<file path="src/rtl/hazard_ctrl.sv">
// Pipeline hazard controller: EX/MEM destination tracking, load-use stall, branch flush, memory freeze.
// Optional statistics counters are enabled by defining HAZ_STATS_EN.
module hazard_ctrl #(
  parameter int REG_W = 5,
  parameter int CNT_W = 16
) (
  input  logic             clk,
  input  logic             reset,
  input  logic             id_valid,
  input  logic [REG_W-1:0] id_rs,
  input  logic [REG_W-1:0] id_rt,
  input  logic             id_no_rs,
  input  logic             id_no_rt,
  input  logic [REG_W-1:0] id_dst,
  input  logic             id_wr,
  input  logic             id_load,
  input  logic             br_taken,
  input  logic             mem_busy,
  output logic [REG_W-1:0] dst1cc,
  output logic [REG_W-1:0] dst2cc,
  output logic             fwd_no_rs,
  output logic             fwd_no_rt,
  output logic             pc_hold,
  output logic             ifid_hold,
  output logic             ifid_flush,
  output logic             idex_bubble,
  output logic [1:0]       state
`ifdef HAZ_STATS_EN
  ,
  output logic [CNT_W-1:0] stat_ldstall,
  output logic [CNT_W-1:0] stat_freeze,
  output logic [CNT_W-1:0] stat_flush
`endif
);

  typedef enum logic [1:0] {
    RUN     = 2'd0,
    LDSTALL = 2'd1,
    FREEZE  = 2'd2
  } hazState_t;

  hazState_t        stateQ, stateD;
  logic [REG_W-1:0] exDst, memDst;
  logic             exWr, exLd, memWr;
  logic             ldHaz;

  assign dst1cc = exWr  ? exDst  : '0;
  assign dst2cc = memWr ? memDst : '0;
  assign state  = stateQ;

  always_comb begin
    fwd_no_rs   = id_no_rs | (id_rs == '0);
    fwd_no_rt   = id_no_rt | (id_rt == '0);
    ldHaz       = id_valid & exLd & exWr &
                  ((!fwd_no_rs && (id_rs == exDst)) || (!fwd_no_rt && (id_rt == exDst)));
    stateD      = RUN;
    pc_hold     = 1'b0;
    ifid_hold   = 1'b0;
    ifid_flush  = 1'b0;
    idex_bubble = 1'b0;
    if (mem_busy) begin
      stateD    = FREEZE;
      pc_hold   = 1'b1;
      ifid_hold = 1'b1;
    end else if (ldHaz) begin
      // branch operands come from the stalled load, so the branch waits too
      stateD      = LDSTALL;
      pc_hold     = 1'b1;
      ifid_hold   = 1'b1;
      idex_bubble = 1'b1;
    end else begin
      ifid_flush = id_valid & br_taken;
    end
  end

  always_ff @(posedge clk) begin
    if (reset) begin
      stateQ <= RUN;
      exDst  <= '0;
      exWr   <= 1'b0;
      exLd   <= 1'b0;
      memDst <= '0;
      memWr  <= 1'b0;
    end else begin
      stateQ <= stateD;
      case (stateD)
        FREEZE: ;
        LDSTALL: begin
          memDst <= exDst;
          memWr  <= exWr;
          exDst  <= '0;
          exWr   <= 1'b0;
          exLd   <= 1'b0;
        end
        default: begin
          memDst <= exDst;
          memWr  <= exWr;
          exDst  <= id_valid ? id_dst : '0;
          exWr   <= id_valid & id_wr & (id_dst != '0);
          exLd   <= id_valid & id_load;
        end
      endcase
    end
  end

`ifdef HAZ_STATS_EN
  always_ff @(posedge clk) begin
    if (reset) begin
      stat_ldstall <= '0;
      stat_freeze  <= '0;
      stat_flush   <= '0;
    end else begin
      if (stateD == LDSTALL && stat_ldstall != '1) stat_ldstall <= stat_ldstall + 1'b1;
      if (stateD == FREEZE  && stat_freeze  != '1) stat_freeze  <= stat_freeze + 1'b1;
      if (ifid_flush        && stat_flush   != '1) stat_flush   <= stat_flush + 1'b1;
    end
  end
`endif

endmodule

</file>
<file path="config.mk">
export PLATFORM = sky130hd
export DESIGN_NAME = hazard_ctrl
export DESIGN_NICKNAME = d
export VERILOG_FILES = /design/src/rtl/hazard_ctrl.sv
export SDC_FILE = /design/constraint.sdc
export NUM_CORES = 1
export LEC_CHECK = 0
export CAP_MARGIN = 5
export CORE_MARGIN = 4
export CORE_UTILIZATION = 39
export DETAILED_ROUTE_END_ITERATION = 10
export PLACE_DENSITY = 0.79
export SYNTH_ARGS = -nofsm -noshare
export SYNTH_HDL_FRONTEND = slang
export SYNTH_SLANG_ARGS = --single-unit
</file>
<file path="constraint.sdc">
create_clock -name clk -period 2.8 [get_ports clk]
set_input_delay 0.7 -clock clk [delete_from_list [all_inputs] [get_ports clk]]
set_output_delay 0.7 -clock clk [all_outputs]
set_load 0.01 [all_outputs]
</file>
# After elaboration in Yosys (flattened, before gate mapping)

Cells that the tools add are included.

Output and inout bits: 18
Input port bits: 24
Register bits: 15

Equal/unequal tests: 4
Reduce and logical (&&, ||, !) cells: 8
Bitwise logic cells: 9
Muxes and demuxes: 13

Operator list:

| operator                                      | number |
|---|---|
| two-way mux 5 bit                             | 3 |
| == test 5 bit                                 | 2 |
| logical NOT 5 bit                             | 2 |
| one-hot mux 5 bit (2 select lines)            | 1 |
| AND 1 bit                                     | 7 |
| two-way mux 1 bit                             | 6 |
| nonzero test 5 bit                            | 1 |
| one-hot mux 1 bit (2 select lines)            | 2 |
| == test 2 x 1 -> 1 bit, second input constant | 1 |
| == test 2 bit, second input constant          | 1 |
| logical AND 1 bit                             | 2 |
| logical NOT 1 bit                             | 2 |
| two-way mux 2 bit                             | 1 |
| bitwise OR 1 bit                              | 2 |
| logical OR 1 bit                              | 1 |

# Longest topological paths before layout

Word-level depth: 10
Mapped depth: 6
Depth with buffers taken out: 5

# Least setup slack after synthesis

Ideal clock, no wire load.

Kind: input to output
Start point: input id_rs[1]
End point: output pc_hold
Data arrival time: 2.169 ns
Data required time: 2.100 ns
Stages: 6
Path slack: -0.069 ns
Cells stage by stage: or4_1 -> o21bai_2 -> nor4_1 -> o2111a_1 -> or2_1 -> buf_4

Word-level cells in the longest chain between the ends: 8
Elaborated cells on any way between the ends: 9
Those cells by class: eq/ne (1); mux (2); bitwise (2); reduce/logical (4)

RTL lines:

| element                         | line | source |
|---|---|---|
| from (decl)                     | 10   | `input logic [REG_W-1:0] id_rs,` |
| logical NOT 5 bit               | 52   | `fwd_no_rs = id_no_rs \| (id_rs == '0);` |
| bitwise OR 1 bit                | 52   |  |
| net fwd_no_rs                   | 21   | `output logic fwd_no_rs,` |
| logical NOT 1 bit               | 55   | `((!fwd_no_rs && (id_rs == exDst)) \|\| (!fwd_no_rt && (id_rt == exDst)));` |
| logical AND 1 bit               | 55   |  |
| logical OR 1 bit                | 55   |  |
| AND 1 bit                       | 54   | `ldHaz = id_valid & exLd & exWr &` |
| two-way mux 1 bit (2 in series) | -    |  |
| to (decl)                       | 23   | `output logic pc_hold,` |

The timed path passes the listed nets, and every way through them passes these cells.

# Worst setup path after layout

Start point: input id_rt[2]
End point: output pc_hold

Word-level cells in the longest chain between the ends: 8
Elaborated cells on any way between the ends: 9
Those cells by class: eq/ne (1); mux (2); bitwise (2); reduce/logical (4)

RTL lines:

| element             | line | source |
|---|---|---|
| from (decl)         | 11   | `input logic [REG_W-1:0] id_rt,` |
| logical NOT 5 bit   | 53   | `fwd_no_rt = id_no_rt \| (id_rt == '0);` |
| bitwise OR 1 bit    | 53   |  |
| logical NOT 1 bit   | 55   |  |
| logical AND 1 bit * | 55   |  |
| logical OR 1 bit *  | 55   |  |
| AND 1 bit *         | 54   |  |
| two-way mux 1 bit * | 65   | `end else if (ldHaz) begin` |
| two-way mux 1 bit * | 61   | `if (mem_busy) begin` |

Every way passes the cells marked *; elsewhere a longest branch is shown, timed or not.

==> metrics.md <==
| Metric | Value |
|---|---|
| Via count | `794` |
| Final ANT Viol Nets | `0` |
| Min Hold Slack | `472 ps` |
| Synthesized Nets | `around 120` |
| Most area-consuming cells after synthesis | `dfxtp_1 (36%), and2_1 (7.6%), o21ai_2 (7.4%), mux2i_1 (7.3%), xnor2_1 (6.4%)` |
| Initial drt markers | `3` |
| Endpoints failing setup | `2` |
| Peak supply drop | `approximately 0.31 mV` |
| Fin area | `0.00141 sq mm` |
| Kind of critical path | `input port to output pin` |
| DP Area | `~0.0014 sq mm` |
| Tot GR Track Use | `0.167` |
| I/O pins | `42` |
| Layout area overhead | `70.7%` |
| Diode count | `0` |
| Synth Flop Type | `dfxtp_1` |
| Maximum clock rate | `between 0.3 and 0.4 GHz` |
| Layout Nets | `approximately 170` |
| Core area | `roughly 0.0020 sq mm` |
| Simple-Gate Fraction of Synth Area | `0.284` |
| Failing checks | `setup timing` |
| Final worst slack | `-110 ps` |
| H-tree depth | `1` |
| CTS tree | `done` |
| CTS Sinks | `15` |
| Reg clk slew, reported paths | `80 ps` |
| Cell taking the most area after synthesis | `dfxtp_1` |
| Outcome | `finished, violations left` |
| Cell Rows | `16` |
| Synth Area in Compound Gates | `0.126` |
| Crit path time final | `slightly below 3000 ps` |
| Crit start category | `input port` |
| First-pass DRT Iterations | `4` |
| CP Data Arrival Time | `approximately 2200 ps` |
| Total Die Area | `a little under 0.003 sq mm` |
| Grt ovf | `0` |
| Clk_skew | `roughly 5.8 ps` |
| Synthesized area | `823 sq um` |
| Initial Util | `0.415` |
| Most common cell in the synthesized netlist | `dfxtp_1` |
| Synth Instances | `slightly above 90` |
| Main combinational cell family by area after synthesis | `simple AND/OR/NAND/NOR gates` |
| Reg-to-reg setup timing slack | `approximately 1100 ps` |
| Area share of fa/ha/maj cells after synthesis | `0` |
| Xor-xnor portion of the synthesized cell area | `0.106` |
| First-pass GRT wire length | `between 3000 and 4000 microns` |
| PortBufs | `41` |
| CP Cell Sequence | `buf_6 > or4_4 > o21bai_4 > nor4_2 > o2111a_2 > or2_4 > buf_6` |
| DP Wirelength | `1790 microns` |
| Type of the worst min-delay path | `flop to flop` |
| Final max-slew violation count | `0` |
| Final-layout fill cell count | `between 150 and 200` |
| CTS Buffer Depth | `2` |
| Seq cells post-synth | `15` |
| Die X | `53.9 microns` |
| Yosys warnings | `0` |
| Leak Pwr | `0.592 nW` |
| Hold buffers post-CTS | `0` |
| Synth cell types | `23` |
| Area of the multi-input gates | `around 530 sq um` |
| EDFF count, synth | `0` |
| Worst path slowest cell | `or4_4` |
| Max-slew headroom at the worst pin | `0.685` |
| Largest net degree at the start of global routing | `10` |
| RSZ-0062 raised after global routing | `true` |
| CP most frequent cell | `buf_6` |
| Pwr Density | `between 300 and 400 mW/mm^2` |
| DRC | `0` |
| Number of CTS-inserted buffers | `3` |
| Maxcap violations | `0` |
| Final Cycle Share | `1.04` |
| Routed length per instance | `~12 microns` |
| Via density per instance | `4.54` |
| Slew @ Worst Pin | `between 400 and 500 ps` |
| Top post-synthesis cells by count | `dfxtp_1 (15), and2_1 (10), nand2_1 (8), nand3_1 (8)` |
| Critical path peak fanout | `4` |
| Share of layout cells above drive strength 1 | `0.338` |
| DRT Wirelength | `around 2100 microns` |
| CP max stage delay | `around 530 ps` |
| Final GP Congestion | `approximately 0.79` |
| Clock Latency Late Sink | `between 200 and 300 ps` |
| Synthesized area per cell | `around 8.9 sq um` |
| Worst EP required | `2100 ps` |
| FF+latch area | `300 sq um` |
| Clock Tree Root | `clkbuf_4` |
| Vias in the first global route | `between 700 and 800` |
| Yosys top cell area share | `0.365` |
| CP endpoint kind | `output pin` |
| Seq/Total Area, Yosys | `0.365` |
| Mux contribution to synthesized area | `0.0729` |
| Async SR Flop Fraction | `0` |
| Final hold vios | `0` |
| Initial antenna violation count | `0` |
| Die Ht | `about 54 microns` |
[layer usage]
| layer | track usage | vias up | share of wire |
|---|---|---|---|
| li1 | - | 425 | - |
| met1 | 0.185 | 345 | 0.39 |
| met2 | 0.323 | 24 | 0.55 |
| met3 | 0.0388 | 0 | 0.062 |
| met4 | 0.0255 | 0 | 0 |
| met5 | 0 | - | 0 |
[layout by cell type (no fill, tap or decap), drive strengths merged, types with 2 or more instances in the layout]
master         synthesis  layout
buf                    3      28
clkdlybuf4s50          0      23
dfxtp                 15      15
and2                  10      10
nand3                  8       8
nand2                  8       8
nor2                   7       7
o21ai                  7       7
mux2i                  6       6
dlygate4sd2            0       6
xnor2                  6       6
xor2                   4       4
clkbuf                 3       4
or4                    3       3
nor2b                  3       3
o21bai                 2       2
nor4                   2       2
[metrics by stage]
step | utilization | power (mW) | setup slack [ps] | setup TNS [ps] | std cells
after floorplan | - | 0.270 | -14.7 | -14.7 | 92
after detailed placement | 0.692 | 0.337 | -813 | -3850 | 169
after global placement | 0.692 | 0.335 | -765 | -3560 | 169
final | 0.709 | 0.449 | -110 | -220 | 175
after global routing | 0.709 | 0.472 | -147 | -373 | 175
after CTS | 0.694 | 0.448 | -122 | -243 | 174
[final cells by class]
class	count	share of cell area
Clock buffer	3	0.0160
Clock inverter	1	0.00356
Inverter	1	0.00267
Multi-Input combinational cell	70	0.378
Sequential cell	15	0.214
Tap cell	27	0.0240
Timing Repair Buffer	58	0.362
[timing repair]
action / 4_1_cts / 5_1_grt
pin swaps: 8 / 5
setup endpoints to repair: 6 / 4
resized for setup: 58 / 5
setup buffers: 1 / 1
[power by group]
part           switching [mW]  leakage, nW  internal (mW)
logic                  0.0390        0.453         0.0642
clock network          0.0659       0.0177         0.0528
registers             0.00675        0.122          0.220
total                   0.112        0.592          0.337
[final timing paths]
kind / startpoint / depth (start not counted) / endpoint
worst max-delay path: id_rt[2] / 7 / pc_hold
worst min-delay path: exLd$_SDFFE_PP0P_ / 2 / exLd$_SDFFE_PP0P_
worst max register to register: exDst[2]$_SDFFE_PP0P_ / 6 / state[0]$_SDFF_PP0_
worst min register to register: exLd$_SDFFE_PP0P_ / 2 / exLd$_SDFFE_PP0P_
[worst max-delay path: cells and delay by family]
family                 cells  cell delay, ps
AND/OR/NAND/NOR            3             830
AO/OA/AOI/OAI              2             470
buffers and inverters      2             210
[state kept, by name, summed over array words and instances, names as in the netlist]
signal  flops
exWr        1
memDst      5
memWr       1
exDst       5
state       2
exLd        1
[kinds of logic (layout without fill, tap and decap cells)]
family,Yosys count,count (layout)
AOI/OAI and AO/OA,11,11
muxes,6,6
buffers and inverters,7,63
xor gates and xnor gates,10,10
DFF,15,15
and+or+nand+nor,43,43
Power figures use the tool's default switching activity.
